$ cat config.mk
export PLATFORM = sky130hd
export DESIGN_NAME = mul_issue_ctrl
export DESIGN_NICKNAME = d
export VERILOG_FILES = /design/src/rtl/mul_issue_ctrl.sv
export SDC_FILE = /design/constraint.sdc
export NUM_CORES = 1
export LEC_CHECK = 0
export CAP_MARGIN = 20
export CELL_PAD_IN_SITES_DETAIL_PLACEMENT = 1
export CELL_PAD_IN_SITES_GLOBAL_PLACEMENT = 1
export CORE_MARGIN = 10
export CORE_UTILIZATION = 30
export DETAILED_ROUTE_END_ITERATION = 12
export GPL_ROUTABILITY_DRIVEN = 0
export PLACE_DENSITY = 0.87
export SLEW_MARGIN = 20
export SYNTH_ARGS = -nofsm -noshare
export SYNTH_HDL_FRONTEND = slang
export SYNTH_SLANG_ARGS = --single-unit
$ cat constraint.sdc
create_clock -name clk -period 3.25 [get_ports clk]
set_clock_uncertainty 0.15 [all_clocks]
set_input_delay 0.325 -clock clk [delete_from_list [all_inputs] [get_ports clk]]
set_output_delay 0.325 -clock clk [all_outputs]
set_load 0.03 [all_outputs]
$ cat src/rtl/mul_issue_ctrl.sv
// -----------------------------------------------------------------------------
// mul_issue_ctrl
//
// Front/back-end controller for the iterative radix-4 Booth multiplier core.
// Decodes the 32-bit multiply op, sign/zero-extends the operands to 33 bits,
// issues the op to the core over a valid/ready port, captures the core's
// single-cycle result pulse, selects the low or high product word, and holds
// it for writeback under valid/ready backpressure. Zero operands bypass the
// core. A flush kills whatever op is held or in flight; an op already inside
// the core is allowed to finish and its product is discarded.
//
// Ports
//   clk, reset              clock; synchronous active-high reset
//   in_valid/in_ready       upstream op handshake
//   in_op                   00 MUL, 01 MULH, 10 MULHSU, 11 MULHU
//   in_src1, in_src2        32-bit operands
//   in_tag                  opaque tag, returned with the result
//   flush                   kill any held or in-flight op
//   m_src1, m_src2          33-bit extended operands to the core
//   m_in_valid/m_in_ready   core issue handshake
//   m_out_valid, m_result   core one-cycle result pulse and 64-bit product
//   out_valid/out_ready     writeback handshake
//   out_data, out_tag       selected result word and its tag
// -----------------------------------------------------------------------------
module mul_issue_ctrl #(
  parameter int TAG_W = 5
) (
  input  logic             clk,
  input  logic             reset,
  input  logic             in_valid,
  output logic             in_ready,
  input  logic [1:0]       in_op,
  input  logic [31:0]      in_src1,
  input  logic [31:0]      in_src2,
  input  logic [TAG_W-1:0] in_tag,
  input  logic             flush,
  output logic [32:0]      m_src1,
  output logic [32:0]      m_src2,
  output logic             m_in_valid,
  input  logic             m_in_ready,
  input  logic             m_out_valid,
  input  logic [63:0]      m_result,
  output logic             out_valid,
  input  logic             out_ready,
  output logic [31:0]      out_data,
  output logic [TAG_W-1:0] out_tag
);

  localparam logic [1:0] S_IDLE  = 2'd0;
  localparam logic [1:0] S_ISSUE = 2'd1;
  localparam logic [1:0] S_WAIT  = 2'd2;
  localparam logic [1:0] S_HOLD  = 2'd3;

  localparam logic [1:0] OP_MUL    = 2'b00;
  localparam logic [1:0] OP_MULH   = 2'b01;
  localparam logic [1:0] OP_MULHU  = 2'b11;

  logic [1:0]  state;
  logic        drop;     // the op inside the core was flushed; discard its product
  logic [1:0]  op_q;
  logic [32:0] src1_q;
  logic [32:0] src2_q;

  logic accept;
  logic sgn1;
  logic sgn2;
  logic zero_op;

  // in_ready stays low through WAIT, including a dropped op's WAIT, so the
  // core never holds more than one op and a stale pulse cannot be misattributed.
  assign in_ready = (state == S_IDLE) && !flush;
  assign accept   = in_valid && in_ready;

  assign sgn1    = (in_op != OP_MULHU);
  assign sgn2    = (in_op == OP_MUL) || (in_op == OP_MULH);
  assign zero_op = (in_src1 == 32'd0) || (in_src2 == 32'd0);

  assign m_in_valid = (state == S_ISSUE);
  assign m_src1     = src1_q;
  assign m_src2     = src2_q;
  assign out_valid  = (state == S_HOLD);

  // NOTE: all state here is updated with non-blocking assignments so every
  // flop samples the pre-edge values regardless of statement order.
  always_ff @(posedge clk) begin
    if (reset) begin
      state     <= S_IDLE;
      drop      <= 1'b0;
      op_q      <= 2'b00;
      src1_q    <= '0;
      src2_q    <= '0;
      out_data  <= '0;
      out_tag   <= '0;
    end else begin
      case (state)
        S_IDLE: begin
          if (accept) begin
            op_q    <= in_op;
            out_tag <= in_tag;
            src1_q  <= {sgn1 & in_src1[31], in_src1};
            src2_q  <= {sgn2 & in_src2[31], in_src2};
            if (zero_op) begin
              // Product is zero for every op; skip the core entirely.
              out_data <= '0;
              state    <= S_HOLD;
            end else begin
              state <= S_ISSUE;
            end
          end
        end

        S_ISSUE: begin
          if (m_in_ready) begin
            // Handshake completes this edge even under flush; the core now
            // owns the op, so remember to throw its product away.
            state <= S_WAIT;
            drop  <= flush;
          end else if (flush) begin
            state <= S_IDLE;
          end
        end

        S_WAIT: begin
          if (m_out_valid) begin
            drop <= 1'b0;
            if (drop || flush) begin
              state <= S_IDLE;
            end else begin
              // The core presents the product for this cycle only.
              out_data <= (op_q == OP_MUL) ? m_result[31:0] : m_result[63:32];
              state    <= S_HOLD;
            end
          end else if (flush) begin
            drop <= 1'b1;
          end
        end

        S_HOLD: begin
          // Flush wins over a coincident out_ready: no transfer happens.
          if (flush || out_ready) begin
            state <= S_IDLE;
          end
        end

        default: state <= S_IDLE;
      endcase
    end
  end

endmodule

# Word-level counts from Yosys, hierarchy flattened
# Index checks and enable logic that the tools add are counted.
# word_totals
ff_bits	108
latchBits	0
ram_bits	0
mem_bits_ro	0
inputBits	142
output_inout_bits	106
memories	0
# classes
add_sub_neg	0
multipliers	0
n_div	0
order_cmp	0
eq_ne	13
n_shift	0
n_mux	18
bitwise	2
n_reduce_logical	18
# op_table
operator	count
$mux 32	5
$logic_not 32->1	2
$pmux 32 s2	1
$mux 2	7
$ne 2x2->1 const B	5
$pmux 2 s4	1
$logic_not 2->1	3
$reduce_and 5->1	1
$eq 2x1->1 const B	2
$eq 2x2->1 const B	2
$logic_or 1x1->1	4
$ne 2x1->1 const B	2
$reduce_and 4->1	1
$reduce_bool 2->1	2
$mux 1	3
$ne 3x2->1 const B	1
$ne 3x3->1 const B	1
$reduce_and 3->1	1
$and 1x1->1	2
$logic_and 1x1->1	2
$pmux 1 s2	1
$reduce_and 2->1	1
$logic_not 1->1	1

# Depth between registers and ports, before layout
# Gate-level depths: netlist (run 1).
# depth
word_depth	5
ltp_mapped	7
depth_no_buf	5

# Least setup slack after synthesis (run 1)
# OpenSTA, ideal clock, no wires.
# synth_timing
path_kind	reg2reg
startpoint	register state[0]
endpoint	register drop
t_arrival_ns	1.634
path_slack_ns	1.374
path_stages_with_launch	7
n_path_buf	1
path_cell_list	dfxtp_1 > clkbuf_1 > inv_1 > nor2_1 > a32oi_1 > o21a_1 > a311oi_1
# synth_between
elab_chain_len	3
elab_cells_between_ends	7
cone_classes	eq/ne (4); mux (1); reduce/logical (2)
# synth_lines
item	line	text
start: declaration	58	logic [1:0] state;
start signal: assignment	87	state <= S_IDLE;
start signal: assignment	105	state <= S_HOLD;
start signal: assignment	107	state <= S_ISSUE;
$eq 2x1->1 (*)	-	
net m_in_valid	39	output logic m_in_valid,
$ne 2x1->1 (no line) / $reduce_bool 2->1 (equally long branches)	-	
$reduce_and 3->1 (no line)	-	
end signal: assignment	117	drop <= flush;
end: declaration	59	logic drop;
# The timed path passes the listed nets; every way through them passes the cells marked *.
# A chain may end at the register's enable or synchronous reset.

# Worst setup path in the final report (run 1)
# layout_timing
startpoint	register state[0]
endpoint	output port m_in_valid
# layout_between
elab_chain_len	1
# layout_lines
item	line	text
$eq 2x1->1	78	assign m_in_valid = (state == S_ISSUE);
end: declaration	39	
# Every way passes these cells.

==> impl_metrics.tcl, run 1 <==
set metrics [dict create \
    maxCapViolCount 0 \
    fin_hold_ws_ns 0.3051 \
    cp_max_fo 12 \
    die-width_um 143.3 \
    maxSlewViolCount 0 \
    required_ns 2.77 \
    vdd_drop_max_mv 0.2307 \
    crit_arrival_ns 2.02 \
    drt_wl_total_um 18510 \
    synth-seq-area-share 0.4741 \
    post_cts_buffers 0 \
    antenna_found_initial 0 \
    holdCritPathClass "reg -> reg" \
    utilization 0.4962 \
    num_rows 45 \
    totalNegativeSetupSlack_ns 0 \
    area_delta_synth_final_pct 63.57 \
    achievable-frequency_ghz 0.4007 \
    core_sq_um 15030 \
    fillers 1693 \
    design_power_total_mw 3.514 \
    final_cell_count_no_fill 936 \
    dr.pass1.iters 4 \
    grt_max_degree 74 \
    cts_num_sinks 108 \
    grt_pass1_vias 5165 \
    grt_overflow_total 0 \
    yosys_warnings 0 \
    num_io_pins 248 \
    synthesis.nets 661 \
    critPathLaunch "state[0]$_SDFFE_PP0P_" \
    synth_cell_types 31 \
    final_common_cell "clkdlybuf4s50_1" \
    start_kind "register" \
    max_slew_margin 0.4785 \
    final_cell_mix "clkdlybuf4s50_1, nand2_1, dfxtp_1" \
    path_clk_slew_ns 0.07 \
    status "finished, final reports clean" \
    cts_tree "built" \
    leakage_nw 2.701 \
    setup_viol 0 \
    cts.path.max_buffers 2 \
    antenna_cells 0 \
    avgSynthCellArea_sq_um 8.787 \
    drcViolationCount 0 \
    syn_area_sq_um 4561 \
    grt_pass1_wl_um 28240 \
    wl_per_cell_um 19.77 \
    finalCritPeriodShare 0.7678 \
    final_hold_viol_count 0 \
    io_buffers 247 \
    synth_area_leader_cell "dfxtp_1" \
    placedCellCount 920 \
    worstSetupPathType "reg -> out" \
    first_iter_violations 192 \
    root_buffer "clkbuf_16" \
    synth_top_area_frac 0.4741 \
    layout_min_cycle_time_ns 2.495 \
    start_util 0.3034 \
    rsz0062_at_grt "false" \
    syn_inst 519 \
    vias_per_cell 4.964 \
    final_nets 885 \
    ant_nets 0 \
    htree_levels 3 \
    worstMarginPinSlew_ns 0.7822 \
    endpoint_kind "primary output" \
    ys_ff_latch 108 \
    synth_area_leaders "dfxtp_1, nand2_1, o32ai_2, a21oi_1, mux2i_1" \
    drive_above_1_share 0.07620 \
    dp_hpwl_um 14530 \
    cts_hold_buffers 0 \
    hold_start "m_src2[9]$_SDFFE_PP0P_" \
    numCtsBuffers 9 \
    num_vias 4646 \
    die_h_um 143.3 \
    clk_latency_ns 0.35 \
    p_per_area_nw_per_um2 471.0 \
    r2r_start "state[1]$_SDFFE_PP0P_" \
    grtUsageTotal 0.1755 \
    cts_resized 0 \
    dieArea_sq_um 20530 \
]
[state kept, by name, indices dropped and copies added (netlist names)]
name / cells
m_src2: 33
m_src1: 33
out_tag: 5
out_data: 32
state: 2
op_q: 2
drop: 1
[through the flow]
| stage | setup WS (ns) | area, sq um |
|---|---|---|
| floorplan | 1.374 | 4561 |
| global placement | 0.4181 | 7171 |
| detailed placement | 0.3938 | 7171 |
| CTS | 0.7322 | 7460 |
| global route | 0.6065 | 7460 |
| finish | 0.7546 | 7460 |
[final timing paths]
path / depth (start not counted) / end / slack (ns)
worst max-delay path: 3 / m_in_valid / 0.75
worst max register to register: 5 / out_data[6]$_SDFFE_PP0P_ / 0.93
worst min register to register: 2 / m_src2[9]$_SDFFE_PP0P_ / 0.31
worst min-delay path: 2 / m_src2[9]$_SDFFE_PP0P_ / 0.31
[kinds of logic (layout without fill, tap and decap cells)]
| group | Yosys count | count (layout) | synth area share |
|---|---|---|---|
| AOI/OAI and AO/OA | 119 | 119 | 0.2129 |
| buffers and inverters | 74 | 303 | 0.06914 |
| and+or+nand+nor | 186 | 186 | 0.1737 |
| muxes | 32 | 32 | 0.07023 |
| DFF | 108 | 108 | 0.4741 |
[routing by layer]
metal	up-vias	routed length [um]	GRT usage	part of all wire
met5	-	0	0	0
met4	0	525	0.07415	0.028
met3	30	1585	0.06700	0.086
met2	158	9561	0.3187	0.52
met1	2224	6833	0.1755	0.37
li1	2234	-	-	-
[worst max-delay path: stages, from the launching register on]
cell	delay (ns)
dfxtp_1	0.58
inv_1	0.16
nor2_1	0.20
clkdlybuf4s50_1	0.74
[area by class of cell]
| type | instances | area [sq um] | share of cell area |
|---|---|---|---|
| clock buffers | 12 | 266.5 | 0.03573 |
| clock inverters | 4 | 22.52 | 0.003019 |
| inverters | 34 | 127.6 | 0.01711 |
| multi-input cells | 337 | 2106 | 0.2823 |
| flip-flops and latches | 108 | 2162 | 0.2898 |
| well taps | 188 | 235.2 | 0.03153 |
| repair buffers | 253 | 2540 | 0.3405 |
[Yosys cell counts]
library cell / n
nand3b_1: 2
o32a_1: 1
nor4_1: 16
dfxtp_1: 108
clkbuf_1: 25
or3_1: 2
and2_1: 1
buf_2: 12
nor3_2: 1
o31a_1: 1
nand4_1: 4
buf_6: 3
nand2_1: 147
o32ai_1: 2
and3_1: 1
a311oi_1: 1
a21oi_1: 77
o21a_1: 1
a211o_1: 1
nand3_1: 1
nand2b_1: 4
o32ai_2: 30
a32oi_1: 1
o21ai_0: 2
inv_1: 34
mux2i_1: 32
nand4b_1: 1
o22a_1: 1
nor3_1: 3
nor2_1: 3
a21oi_2: 1
[power breakdown]
group          total, mW  leakage [nW]  internal, mW  switching, mW
logic              0.967          1.68         0.441          0.526
registers           1.48         0.877          1.41         0.0704
clock network       1.06         0.144         0.579          0.485
Note: power is estimated with default switching activity, not from simulation.
==> inputs of run 2 (changes only) <==
--- a/config.mk
+++ b/config.mk
@@ -9,10 +9,10 @@
 export CELL_PAD_IN_SITES_DETAIL_PLACEMENT = 1
 export CELL_PAD_IN_SITES_GLOBAL_PLACEMENT = 1
 export CORE_MARGIN = 10
-export CORE_UTILIZATION = 30
+export CORE_UTILIZATION = 27
 export DETAILED_ROUTE_END_ITERATION = 12
 export GPL_ROUTABILITY_DRIVEN = 0
-export PLACE_DENSITY = 0.87
+export PLACE_DENSITY = 0.79
 export SLEW_MARGIN = 20
 export SYNTH_ARGS = -nofsm -noshare
 export SYNTH_HDL_FRONTEND = slang
==> constraint.sdc (replaced) <==
create_clock -name clk -period 2.5 [get_ports clk]
set_clock_uncertainty 0.15 [all_clocks]
set_input_delay 0.25 -clock clk [delete_from_list [all_inputs] [get_ports clk]]
set_output_delay 0.25 -clock clk [all_outputs]
set_load 0.03 [all_outputs]
==> run 2 against run 1 <==
Sequential share of layout area fell by 0.50 points. Worst setup slack got worse by 0.61 ns. Die area grew 9.5%. Via count is 0.60% lower. Register-to-register slack worse by 0.51 ns. Clock power is 33% higher. Power increased by 32%.
==> impl_metrics.tcl, run 2 (synthesis results as in run 1) <==
set metrics [dict create \
    grt_pass1_vias 5235 \
    wl_per_cell_um 19.06 \
    clk_latency_ns 0.34 \
    path_buf_inv 2 \
    core_sq_um 16580 \
    grt_max_degree 109 \
    required_ns 2.10 \
    design_power_total_mw 4.621 \
    antenna_cells 0 \
    numCtsBuffers 9 \
    ff2ff_setup_slack_ns 0.42 \
    first_iter_violations 179 \
    cts_hold_buffers 0 \
    hold_path_end "out_tag[3]$_SDFFE_PP0P_" \
    r2r_cells 5 \
    cts_tree "built" \
    cts_resized 0 \
    start_kind "register" \
    antenna_found_initial 0 \
    rsz0062_at_grt "false" \
    endpoint_kind "primary output" \
    layout_min_cycle_time_ns 2.351 \
    grt_overflow_total 0 \
    die-width_um 150.0 \
    io_buffers 247 \
    status "finished, final reports clean" \
    cts.path.max_buffers 2 \
    finalCritPeriodShare 0.9405 \
    maxSlewViolCount 0 \
    start_util 0.2750 \
    grt_pass1_wl_um 28330 \
    achievable-frequency_ghz 0.4253 \
    drive_above_1_share 0.08101 \
    dr.pass1.iters 4 \
    grtUsageTotal 0.1594 \
    maxCapViolCount 0 \
    area_delta_synth_final_pct 66.45 \
    drcViolationCount 0 \
    vdd_drop_max_mv 0.3162 \
    post_cts_buffers 0 \
    ant_nets 0 \
    worst_slack_ns 0.1488 \
    num_vias 4618 \
    cp_max_fo 10 \
    r2r-end "out_data[28]$_SDFFE_PP0P_" \
    final_nets 891 \
    die_h_um 150.0 \
    r2r_start "state[1]$_SDFFE_PP0P_" \
    hold_start "out_tag[3]$_SDFFE_PP0P_" \
    min_path_cells 2 \
    final_cell_mix "clkdlybuf4s50_1, nand2_1, dfxtp_1" \
    place_ws_ns -0.06206 \
    path_clk_slew_ns 0.07 \
    leakage_nw 2.742 \
    num_rows 47 \
    final_hold_viol_count 0 \
    worstMarginPinSlew_ns 0.5680 \
    crit_arrival_ns 1.95 \
    vias_per_cell 4.746 \
    worstSetupPathType "reg -> out" \
    path_cells "buf_4 -> and2_1 -> clkdlybuf4s50_1" \
    final_common_cell "clkdlybuf4s50_1" \
    setup_viol 0 \
    num_io_pins 248 \
    cts_num_sinks 108 \
    critPathSlowestCell "clkdlybuf4s50_1" \
    fillers 1888 \
    htree_levels 3 \
    holdCritPathClass "reg -> reg" \
    dp_hpwl_um 14540 \
    root_buffer "clkbuf_16" \
    dieArea_sq_um 22490 \
    p_per_area_nw_per_um2 608.8 \
    drt_wl_total_um 18550 \
    cp_slowest_stage_delay_ns 0.71 \
    crit_family "buffers and inverters" \
    max_slew_margin 0.6213 \
]
==> run 2: changes by cell type in the layout (fill, tap and decap cells not counted), sizes merged <==
cell    before  now
buf          7   13
bufinv       0    1
clkbuf      12   11
clkinv       3    2
==> run 2: how the worst max path moves through the flow <==
| stage | cells past startpoint | start | endpoint |
|---|---|---|---|
| after floorplan | 6 | state[0]$_SDFFE_PP0P_ | drop$_SDFFE_PP0P_ |
| after global placement | 7 | in_src1[5] | out_data[20]$_SDFFE_PP0P_ |
| after detailed placement | 7 | in_src1[6] | out_data[14]$_SDFFE_PP0P_ |
| after CTS | 3 | state[1]$_SDFFE_PP0P_ | out_valid |
| after global routing | 3 | state[1]$_SDFFE_PP0P_ | out_valid |
| final | 3 | state[1]$_SDFFE_PP0P_ | out_valid |
==> run 2: layer usage <==
metal / vias to the layer above / track usage / wire length (um)
li1: 2234 / - / -
met1: 2209 / 0.1601 / 6817
met2: 153 / 0.2903 / 9606
met3: 22 / 0.06069 / 1689
met4: 0 / 0.06365 / 434
met5: - / 0 / 0
==> run 2: final cells by class <==
type,instances,area (sq um),share of cell area
inverter,34,127.6,0.01681
sequential,108,2162,0.2848
timing repair buffer,259,2635,0.3471
clock buffer,11,232.7,0.03066
clock inverter,4,51.30,0.006758
tap,220,275.3,0.03626
multi-input combinational,337,2107,0.2776
==> run 2: through the flow <==
stage | instance area (sq um) | utilization | hold WS (ns) | cells | TNS (ns)
finish | 7591 | 0.4577 | 0.3064 | 973 | 0
global route | 7591 | 0.4577 | 0.2999 | 973 | 0
CTS | 7591 | 0.4577 | 0.2930 | 973 | 0
detailed placement | 7307 | 0.4406 | 0.3004 | 958 | -1.157
global placement | 7307 | 0.4406 | 0.2903 | 958 | -0.4062
floorplan | 4561 | - | 0.2148 | 519 | 0
==> run 2: power breakdown <==
part	switching (mW)	total (mW)	internal (mW)
combinational	0.702	1.30	0.599
sequential	0.0733	1.91	1.84
clock	0.638	1.41	0.773
total	1.41	4.62	3.21
==> run 2: worst min-delay path, delay by kind of cell (launching register included) <==
family | cells | cell delay, ns
AND/OR/NAND/NOR | 1 | 0.05
flip-flops | 1 | 0.31
AO/OA/AOI/OAI | 1 | 0.05
